`src/rtl/riscv_pkg.sv`:
```
// riscv_pkg: RV32I opcodes, ALU-control, pcsel/wb_sel encodings and execute-register layout
package riscv_pkg;
  localparam logic [6:0] OPC_LUI    = 7'b0110111;
  localparam logic [6:0] OPC_AUIPC  = 7'b0010111;
  localparam logic [6:0] OPC_JAL    = 7'b1101111;
  localparam logic [6:0] OPC_JALR   = 7'b1100111;
  localparam logic [6:0] OPC_BRANCH = 7'b1100011;
  localparam logic [6:0] OPC_LOAD   = 7'b0000011;
  localparam logic [6:0] OPC_STORE  = 7'b0100011;
  localparam logic [6:0] OPC_OPIMM  = 7'b0010011;
  localparam logic [6:0] OPC_OP     = 7'b0110011;

  typedef enum logic [4:0] {
    ALU_ADD  = 5'd0,
    ALU_SUB  = 5'd1,
    ALU_SLL  = 5'd2,
    ALU_SLT  = 5'd3,
    ALU_SLTU = 5'd4,
    ALU_XOR  = 5'd5,
    ALU_SRL  = 5'd6,
    ALU_SRA  = 5'd7,
    ALU_OR   = 5'd8,
    ALU_AND  = 5'd9
  } alu_op_e;

  typedef enum logic [1:0] {
    PC_PLUS4  = 2'b00,
    PC_JUMP   = 2'b01,
    PC_BRANCH = 2'b10
  } pcsel_e;

  typedef enum logic [1:0] {
    WB_ALU = 2'b00,
    WB_MEM = 2'b01,
    WB_PC4 = 2'b10
  } wb_sel_e;

  typedef struct packed {
    logic [31:0] a;
    logic [31:0] b;
    alu_op_e     op;
    logic        reg_write;
    logic [1:0]  wb_sel;
    logic [4:0]  rd;
    logic [2:0]  funct3;
    logic [31:0] pc4;
  } ex_t;

  function automatic alu_op_e alu_dec(input logic [2:0] f3, input logic alt, input logic is_op, input logic is_imm);
    if (!(is_op || is_imm)) return ALU_ADD;
    case (f3)
      3'd0:    return (is_op && alt) ? ALU_SUB : ALU_ADD;
      3'd1:    return ALU_SLL;
      3'd2:    return ALU_SLT;
      3'd3:    return ALU_SLTU;
      3'd4:    return ALU_XOR;
      3'd5:    return alt ? ALU_SRA : ALU_SRL;
      3'd6:    return ALU_OR;
      default: return ALU_AND;
    endcase
  endfunction
endpackage

```
`src/rtl/alu_core.sv`:
```
// alu_core: XLEN-bit wrap-around integer ALU
module alu_core
  import riscv_pkg::*;
#(
  parameter int XLEN = 32
) (
  input  logic [XLEN-1:0] a,
  input  logic [XLEN-1:0] b,
  input  alu_op_e         op,
  output logic [XLEN-1:0] y
);
  always_comb begin
    case (op)
      ALU_SUB:  y = a - b;
      ALU_SLL:  y = a << b[4:0];
      ALU_SLT:  y = {{(XLEN-1){1'b0}}, $signed(a) < $signed(b)};
      ALU_SLTU: y = {{(XLEN-1){1'b0}}, a < b};
      ALU_XOR:  y = a ^ b;
      ALU_SRL:  y = a >> b[4:0];
      ALU_SRA:  y = $signed(a) >>> b[4:0];
      ALU_OR:   y = a | b;
      ALU_AND:  y = a & b;
      default:  y = a + b;
    endcase
  end
endmodule

```
`src/rtl/decode_exec_unit.sv`:
```
// decode_exec_unit: RV32I decode, branch/jump resolution and execute register; BRANCH_FWD_EN forwards alu_out_m into branch/JALR operands
module decode_exec_unit
  import riscv_pkg::*;
#(
  parameter int XLEN = 32
) (
  input  logic            clk,
  input  logic            rst_n,
  input  logic [31:0]     instr_d,
  input  logic [XLEN-1:0] pc_d,
  input  logic [XLEN-1:0] rs1_d,
  input  logic [XLEN-1:0] rs2_d,
  input  logic [XLEN-1:0] alu_out_m,
  input  logic            fwd1_d,
  input  logic            fwd2_d,
  input  logic            flush_e,
  output logic [1:0]      pcsel,
  output logic [XLEN-1:0] jtarg,
  output logic [XLEN-1:0] btarg,
  output logic            reg_write_e,
  output logic [1:0]      wb_sel_e,
  output logic [4:0]      rd_e,
  output logic [2:0]      funct3_e,
  output logic [XLEN-1:0] pc_plus4_e,
  output logic [XLEN-1:0] alu_out_e
);
  logic [6:0]  opc;
  logic [2:0]  f3;
  logic [31:0] imm_i, imm_s, imm_b, imm_u, imm_j, imm;
  logic [31:0] src1, src2, op_a, op_b;
  logic        is_lui, is_auipc, is_jal, is_jalr, is_br, is_load, is_store, is_opimm, is_op;
  logic        eq, lt, ltu, taken;
  ex_t         ex_d, ex_q;

  assign opc      = instr_d[6:0];
  assign f3       = instr_d[14:12];
  assign imm_i    = {{20{instr_d[31]}}, instr_d[31:20]};
  assign imm_s    = {{20{instr_d[31]}}, instr_d[31:25], instr_d[11:7]};
  assign imm_b    = {{19{instr_d[31]}}, instr_d[31], instr_d[7], instr_d[30:25], instr_d[11:8], 1'b0};
  assign imm_u    = {instr_d[31:12], 12'b0};
  assign imm_j    = {{11{instr_d[31]}}, instr_d[31], instr_d[19:12], instr_d[20], instr_d[30:21], 1'b0};
  assign is_lui   = opc == OPC_LUI;
  assign is_auipc = opc == OPC_AUIPC;
  assign is_jal   = opc == OPC_JAL;
  assign is_jalr  = opc == OPC_JALR;
  assign is_br    = opc == OPC_BRANCH;
  assign is_load  = opc == OPC_LOAD;
  assign is_store = opc == OPC_STORE;
  assign is_opimm = opc == OPC_OPIMM;
  assign is_op    = opc == OPC_OP;

`ifdef BRANCH_FWD_EN
  assign src1 = fwd1_d ? alu_out_m : rs1_d;
  assign src2 = fwd2_d ? alu_out_m : rs2_d;
`else
  logic unused_fwd;
  assign src1       = rs1_d;
  assign src2       = rs2_d;
  assign unused_fwd = ^{alu_out_m, fwd1_d, fwd2_d};
`endif

  always_comb begin
    imm   = (is_lui || is_auipc) ? imm_u : is_jal ? imm_j : is_store ? imm_s : imm_i;
    op_a  = is_lui ? '0 : (is_auipc || is_jal) ? pc_d : rs1_d;
    op_b  = (is_op || is_br) ? rs2_d : imm;
    eq    = src1 == src2;
    lt    = $signed(src1) < $signed(src2);
    ltu   = src1 < src2;
    // funct3 010/011 are not branch conditions and never take
    taken = (f3 == 3'd0) ? eq : (f3 == 3'd1) ? !eq : (f3 == 3'd4) ? lt :
            (f3 == 3'd5) ? !lt : (f3 == 3'd6) ? ltu : (f3 == 3'd7) ? !ltu : 1'b0;
    pcsel = (is_jal || is_jalr) ? PC_JUMP : (is_br && taken) ? PC_BRANCH : PC_PLUS4;
    jtarg = is_jalr ? ((src1 + imm_i) & ~32'd1) : (pc_d + imm_j);
    btarg = pc_d + imm_b;
    ex_d  = '0;
    if (!flush_e) begin
      ex_d.a         = op_a;
      ex_d.b         = op_b;
      ex_d.op        = alu_dec(f3, instr_d[30], is_op, is_opimm);
      ex_d.reg_write = is_lui || is_auipc || is_jal || is_jalr || is_load || is_opimm || is_op;
      ex_d.wb_sel    = is_load ? WB_MEM : (is_jal || is_jalr) ? WB_PC4 : WB_ALU;
      ex_d.rd        = instr_d[11:7];
      ex_d.funct3    = f3;
      ex_d.pc4       = pc_d + 32'd4;
    end
  end

  always_ff @(posedge clk or negedge rst_n)
    if (!rst_n) ex_q <= '0;
    else ex_q <= ex_d;

  assign reg_write_e = ex_q.reg_write;
  assign wb_sel_e    = ex_q.wb_sel;
  assign rd_e        = ex_q.rd;
  assign funct3_e    = ex_q.funct3;
  assign pc_plus4_e  = ex_q.pc4;

  alu_core #(.XLEN(XLEN)) u_alu (
    .a  (ex_q.a),
    .b  (ex_q.b),
    .op (ex_q.op),
    .y  (alu_out_e)
  );
endmodule

```
`config.mk`:
```
export PLATFORM = sky130hd
export DESIGN_NAME = decode_exec_unit
export DESIGN_NICKNAME = d
export VERILOG_FILES = /design/src/rtl/riscv_pkg.sv /design/src/rtl/alu_core.sv /design/src/rtl/decode_exec_unit.sv
export SDC_FILE = /design/constraint.sdc
export NUM_CORES = 1
export LEC_CHECK = 0
export CELL_PAD_IN_SITES_DETAIL_PLACEMENT = 1
export CELL_PAD_IN_SITES_GLOBAL_PLACEMENT = 2
export CORE_MARGIN = 4
export CORE_UTILIZATION = 32
export CTS_CLUSTER_DIAMETER = 30
export DETAILED_ROUTE_END_ITERATION = 10
export GPL_ROUTABILITY_DRIVEN = 0
export PLACE_DENSITY = 0.82
export SETUP_SLACK_MARGIN = 0.3
export SYNTH_ARGS = -nofsm -noshare
export SYNTH_HDL_FRONTEND = slang
export SYNTH_SLANG_ARGS = --single-unit
export TNS_END_PERCENT = 100
```
`constraint.sdc`:
```
create_clock -name clk -period 6.4 [get_ports clk]
set_input_delay 0.96 -clock clk [delete_from_list [all_inputs] [get_ports clk]]
set_output_delay 0.96 -clock clk [all_outputs]
set_load 0.02 [all_outputs]
```
---- Word-level counts from Yosys, hierarchy flattened ----
Index checks and enable logic that the tools add are counted.
cells by class
  bitwise gates (word level) .............. 3
  equal/unequal tests ..................... 26
  multiplexer cells ....................... 26
  reduce and logical (&&, ||, !) cells .... 16
  shift operators ......................... 3
  add/subtract/negate cells ............... 6
  order comparisons ....................... 4
operator list
  cell                   count
  $pmux 32 s9            1
  $add 32x32->32         4
  $lt 32x32->1           4
  $mux 32                4
  $mux 112               1
  $add 32x3->32 const B  1
  $and 32x32->32         1
  $eq 32x32->1           1
  $or 32x32->32          1
  $shl 32x5->32          1
  $shr 32x5->32          1
  $sshr 32x5->32         1
  $sub 32x32->32         1
  $xor 32x32->32         1
  $mux 31                1
  $pmux 4 s7             1
  $eq 7x6->1 const B     3
  $eq 7x7->1 const B     3
  $eq 5x3->1 const B     4
  $mux 20                1
  $mux 5                 3
  $eq 7x5->1 const B     2
  $eq 3x3->1 const B     4
  $eq 5x2->1 const B     2
  other kinds (11)       37
word-level totals
  word-level logic and storage cells ...... 92
  register bits ........................... 112
  output and inout port bits .............. 141

---- Depth between registers and ports, before layout ----
Gate-level depths: netlist (run 1).
  depth after elaboration ................. 11
  depth in mapped cells ................... 18
  mapped depth without buffers ............ 15

---- Hierarchy ----
A second synthesis (run 1) with hierarchy kept.
second synthesis, totals
  cells, all modules ...................... 2,534
  area total of the unflattened synthesis .. 18,890.6 um2
modules (own cells, without submodules)
  module            times used  cells an instance  area an instance (um2)  sequential area each (um2)
  decode_exec_unit  1           1,269              10,116.0                2,777.7
  alu_core          1           1,265              8,774.7                 0.0

---- Worst setup path after synthesis (run 1) ----
No wires, ideal clock.
  kind .................................... register -> output
  start point ............................. register ex_q[50] in the netlist's numbering
  end point ............................... output alu_out_e[22]
  arrival time ............................ 4.088 ns
  path buffers ............................ 5
  data required time ...................... 5.440 ns
  setup slack ............................. 1.352 ns
  cell stages (with the launch flop) ...... 19
  cell sequence ........................... dfrtp_1 inv_1 buf_2 buf_2 buf_2 buf_2 ha_1 buf_4 nor2b_1 o21ai_2 a211oi_2 o41ai_2 o22ai_2 a21oi_1 a21oi_2 nand3_1 a21oi_1 a21o_1 a221oi_1
between the ends
  word-level cells in the longest chain between the ends .. 2
ends and longest elaborated chain
  what                                    RTL line                RTL
  start, declared                         decode_exec_unit.sv:33  ex_t ex_d, ex_q;
  start signal, assigned                  decode_exec_unit.sv:89  if (!rst_n) ex_q <= '0;
  start signal, assigned                  decode_exec_unit.sv:90  else ex_q <= ex_d;
  $add 32x32->32 (tied with other cells)  alu_core.sv:23          default: y = a + b;
  $pmux 32 s9 *                           alu_core.sv:13          case (op)
  end, declared                           decode_exec_unit.sv:25  output logic [XLEN-1:0] alu_out_e
Mark *: on every way between the ends. The rest lies on a longest branch, timed or not.

---- Worst setup path after layout (run 1) ----
  start point ............................. input instr_d[25]
  end point ............................... output jtarg[30]
between the ends
  word-level cells in the longest chain between the ends .. 2
ends and longest elaborated chain
  what             RTL line                RTL
  start, declared  decode_exec_unit.sv:9   input logic [31:0] instr_d,
  $add 32x32->32   decode_exec_unit.sv:73  jtarg = is_jalr ? ((src1 + imm_i) & ~32'd1) : (pc_d + imm_j);
  $mux 32 *        decode_exec_unit.sv:73
  end, declared    decode_exec_unit.sv:18  output logic [XLEN-1:0] jtarg,
Marks and branches as above.

==> results.md, run 1 <==
* Status: complete, no violations
* Fillers at 7,004
* Final Cycle Share at 0.937
* Req. time, crit path at 5.44 ns
* Final hold vios at 0
* Worst ir drop on vdd at approximately 0.13 mV
* EDFF count, synth at 0
* Share of post-route cells with drive strength above 1 at 0.0831
* Top Ports at around 310
* Placed cells at ~3,400
* DR pass1 iterations at 5
* Initial Utilization at 0.324
* Clock root buffer: clkbuf_16
* CORE AREA at 56,600 um^2
* Post-synth net total at between 2,000 and 3,000
* Post-route ant nets at 0
* Die height at around 250 um
* Delay-heaviest family, CP: compound AO/OA/AOI/OAI gates
* Num CTS Buffers at 9
* Fin. max-slew vios at 0
* Sequential area share after synthesis at 0.151
* Max layer used: met5
* Total die area at 61,200 um^2
* Yosys top cell area share at 0.151
* #FFs+latches synth at ~110
* Port Buf Inserts at 271
* Worst-margin pin slew at approximately 1.2 ns
* Iter 0 DRT Violations at 1,431
* CTS tree: built
* WL final at between 80,000 and 90,000 um
* Critical-path maximum fanout at 6
* FFs w/ async S/R, synth at 1.00
* Worst path cell trace: clkdlybuf4s50_1, ha_1, or2_2, a31oi_1, nor2_1, a21oi_2, o31a_1, o21ai_1, nand2b_1, a221oi_1, xnor2_1, nand2_1, o21ai_1, clkdlybuf4s50_1
* Cell Rows at 87
* Most numerous cell in the Yosys netlist: nor2_1
* Die W at between 200 and 250 um
* Max_cap viols at 0
* Commonest cells in the netlist: nor2_1 (263), a21oi_1 (256), nand2_1 (228)
* Delay of the slowest cell on the worst path at roughly 0.65 ns
* WL met3 at 5510 um
* Initial antenna violation count at 18
* LEAKAGE at 9.41 nW
* Clock buffer depth at 2
* Final core utilization at 0.389
* Vias in the first global route at ~20,000
* Metal1 wirelength at ~36,000 um
* Ys flop type: dfrtp_1
* Leading area contributor after synthesis: dfrtp_1
* Sink Count at roughly 110
* Congestion Overflow GR at 0
* Finish-stage setup viols at 0
* Largest net degree at the start of global routing at between 60 and 70
* Hold slack final at 0.598 ns
* Clk slew on worst S/H paths at roughly 0.10 ns
* WL/cell at about 25 um
* Synth top area cells: dfrtp_1 (15%), ha_1 (14%), a21oi_1 (7.0%), mux4_2 (6.7%), nor2_1 (5.4%)
* Total global-route track usage at 0.262
* Post-Synthesis Cells at approximately 2,400
* Placement Setup Slack at 0.134 ns
* Via count at about 20,000
* CP Capture Type: primary output
* Max-slew headroom at the worst pin at 0.220
* RSZ-0062 raised after global routing: true
* CP max-delay cell: clkdlybuf4s50_1
* Sum of negative setup slack at 0 ns
* CTS HTree Levels at 3
* Syn-to-layout area delta at 19.9%
* Yosys cell types at 88
* Peak Freq at around 170 MHz
* Final Instance Count excl. Fillers at ~3,400
* HPWL Detailed at between 60,000 and 70,000 um
* Number of buffers and inverters on the critical path at 2
* Layout Nets at 2,980
* Data arrival, critical path at between 5 and 6 ns
* DRC viols at 0
* Min-Delay Path Class: in -> async
* First-pass GRT wire length at between 100,000 and 150,000 um
* Via density at 5.90
* Mean cell area of the mapped netlist at approximately 7.5 um^2
* Synthesized area at approximately 18,000 um^2
* Metal2 WL at 38,600 um
* Minimum clock period after layout at ~6.0 ns
* Fin worst setup slack at between 0.4 and 0.5 ns
* YS warnings at 0
* Crit Path Category: in -> out
* Crit start category: input pin
* Pwr dens at between 150 and 200 nW/um^2
==> area by class of cell <==
class	count	area, um^2	area share
timing repair buffer	337	3220	0.146
antenna	7	17.5	0.000796
clock buffer	9	225	0.0102
inverter	168	631	0.0287
clock inverter	7	88.8	0.00404
sequential	111	2780	0.127
tap	756	946	0.0430
multi-input combinational	1980	14100	0.640
==> power by group <==
| group | switching [mW] | internal, mW | total, mW |
|---|---|---|---|
| clock | 0.325 | 0.283 | 0.608 |
| combinational | 1.13 | 0.796 | 1.93 |
| sequential | 0.0527 | 0.737 | 0.790 |
==> logic make-up after synthesis <==
group / Yosys count / synth area share
adder cells (fa/ha/maj): 208 / 0.144
flip-flops: 111 / 0.151
buffers and inverters: 357 / 0.0859
XOR/XNOR: 116 / 0.0554
AO/OA/AOI/OAI: 796 / 0.285
multiplexers: 99 / 0.0917
AND/OR/NAND/NOR: 761 / 0.187
==> cell usage in the layout, fill, tap and decap left out, drive strengths merged, types with 63 or more instances in the layout <==
| cell type | n |
|---|---|
| a21o | 63 |
| a21oi | 259 |
| buf | 77 |
| clkdlybuf4s50 | 245 |
| dfrtp | 111 |
| ha | 203 |
| inv | 171 |
| nand2 | 228 |
| nor2 | 263 |
| o21ai | 159 |
| xnor2 | 63 |
==> what timing repair did <==
| action | in CTS | in global routing |
|---|---|---|
| buffers inserted | 1 | 0 |
| endpoints found under the setup margin | 9 | 16 |
| gates resized for setup | 11 | 20 |
| hold buffers | 0 | 0 |
| pin swaps | 1 | 0 |
==> worst paths after layout <==
kind,start,to,slack (ns),cells past startpoint
min in group clk,flush_e,pc_plus4_e[15],1.15,3
min,rst_n,pc_plus4_e[3],0.60,1
max in group asynchronous,rst_n,ex_q[48],4.39,2
max,instr_d[25],jtarg[30],0.41,14
==> metrics by stage <==
step,instance area [um^2],power (mW)
global route,22000,3.53
detailed placement,21600,2.70
global placement,21600,2.66
floorplan,18400,1.94
finish,22000,3.32
CTS,21900,3.33
==> per-layer routing <==
metal / global-route usage / vias up
met5: 0 / -
met4: 0.0874 / 18
li1: - / 9145
met3: 0.0476 / 144
met2: 0.435 / 722
met1: 0.344 / 9872
==> state kept, by name, indices dropped and copies added, names as in the netlist <==
signal,cells
reg_write_e,1
ex_q,68
funct3_e,3
wb_sel_e,2
pc_plus4_e,32
rd_e,5
Power figures use the tool's default switching activity.
==> inputs of run 2 (changes only) <==
--- a/config.mk
+++ b/config.mk
@@ -7,7 +7,7 @@
 export LEC_CHECK = 0
 export CELL_PAD_IN_SITES_DETAIL_PLACEMENT = 1
 export CELL_PAD_IN_SITES_GLOBAL_PLACEMENT = 2
-export CORE_MARGIN = 4
+export CORE_MARGIN = 2
 export CORE_UTILIZATION = 32
 export CTS_CLUSTER_DIAMETER = 30
 export DETAILED_ROUTE_END_ITERATION = 10
==> results.md, run 2 (synthesis results as in run 1) <==
* Status: complete, no violations
* Final Cycle Share at 0.925
* Metal1 wirelength at 35,200 um
* Layout Nets at 2,976
* Post-route ant nets at 0
* CORE AREA at ~56,000 um^2
* Cell Rows at 87
* Worst-margin pin slew at 1.11 ns
* CP Capture Type: primary output
* HPWL Detailed at 66,400 um
* Congestion Overflow GR at 0
* First-pass GRT wire length at 125,000 um
* LEAKAGE at between 9 and 10 nW
* Crit Path Category: in -> out
* Largest register by flop count: ex_q
* Final hold vios at 0
* Clock buffer depth at 2
* Sink Count at 111
* Worst ir drop on vdd at 0.147 mV
* Minimum clock period after layout at between 5 and 6 ns
* Top Ports at between 300 and 400
* Dpl cell area at between 20,000 and 25,000 um^2
* Metal2 WL at between 30,000 and 40,000 um
* Fin worst setup slack at between 0.4 and 0.5 ns
* DRC viols at 0
* RSZ-0062 raised after global routing: false
* Crit start category: input pin
* Final Instance Count excl. Fillers at about 3,400
* Die W at ~240 um
* Final std cell area, no fill at ~22,000 um^2
* CTS hold repair buffers at 0
* WL met3 at roughly 5400 um
* CTS tree: built
* Die height at 243 um
* Via density at around 5.9
* Finish-stage setup viols at 0
* WL/cell at ~24 um
* Fin. max-slew vios at 0
* Total die area at 59,300 um^2
* Clk slew on worst S/H paths at roughly 0.10 ns
* Final core utilization at 0.389
* Max layer used: met5
* Placement Setup Slack at slightly below 0.2 ns
* Min-Delay Path Class: in -> async
* Port Buf Inserts at 271
* Syn-to-layout area delta at 19.6%
* Critical-path maximum fanout at 4
* Data arrival, critical path at approximately 5.0 ns
* Vias in the first global route at 20,500
* Hold slack final at 0.588 ns
* Iter 0 DRT Violations at around 1,300
* Num CTS Buffers at 9
* Total global-route track usage at 0.270
* Sum of negative setup slack at 0 ns
* CTS HTree Levels at 3
* Share of post-route cells with drive strength above 1 at 0.0821
* Peak Freq at 169 MHz
* Pwr dens at 152 nW/um^2
* Max_cap viols at 0
* Initial Utilization at 0.325
* Placed cells at 3,347
* WL final at roughly 82,000 um
* Initial antenna violation count at 17
* Commonest non-fill, non-tap cell in the layout: nor2_1
* Via count at 19,900
* Most frequent cells in the layout: nor2_1 (262), a21oi_1 (255), clkdlybuf4s50_1 (250)
* Total power at 3.34 mW
* Largest register FFs at 68
* DR pass1 iterations at 5
* Clock root buffer: clkbuf_16
* Req. time, crit path at between 5 and 6 ns
* Crit. Startpoint: pc_d[1]
* Max-slew headroom at the worst pin at 0.258
* Largest net degree at the start of global routing at 81
## run 2: cell types whose count changed in the layout (fill, tap and decap cells not counted), moves of 2 or more
cell and change:
buf_12 -2, dlygate4sd2_1 -3, clkbuf_2 -2, buf_4 -2
clkdlybuf4s50_1 +5
## run 2: path summary, 6_finish.rpt
check	slack (ns)	cells after the start	to
max in group asynchronous	4.50	2	ex_q[110]
max	0.48	16	jtarg[27]
min in group clk	1.07	3	ex_q[53]
min	0.59	1	pc_plus4_e[10]
## run 2: what timing repair did
item	in CTS	in global routing
pin swaps	1	1
setup endpoints to repair	5	16
setup buffers	1	0
gates resized for setup	3	22
## run 2: cell type report
cell class | instances | area [um^2]
diodes | 6 | 15.0
clock buffers | 9 | 225
clock inverters | 7 | 91.3
fillers | 6917 | 34500
inverters | 168 | 631
multi-input cells | 1980 | 14100
flip-flops and latches | 111 | 2780
well taps | 756 | 946
repair buffers | 333 | 3170
## run 2: power breakdown
part | leakage (nW) | switching (mW) | internal [mW]
Combinational | 7.78 | 1.12 | 0.798
Sequential | 1.43 | 0.0530 | 0.737
Clock | 0.155 | 0.339 | 0.287
## run 2: per-layer routing
metal	up-vias	track usage
met2	657	0.454
met5	-	0
li1	9147	-
met4	22	0.0897
met1	9911	0.345
met3	140	0.0511
## run 2: critical path, stage by stage
cell	delay [ns]
clkdlybuf4s50_1	0.48
buf_4	0.12
ha_1	0.17
inv_1	0.07
fa_1	0.41
nand2b_1	0.19
a211o_1	0.30
a21oi_2	0.23
o21ai_1	0.18
o31ai_2	0.36
o21ai_1	0.24
o21ai_0	0.25
xor2_1	0.17
nand2_1	0.07
o21ai_0	0.11
clkdlybuf4s50_1	0.66
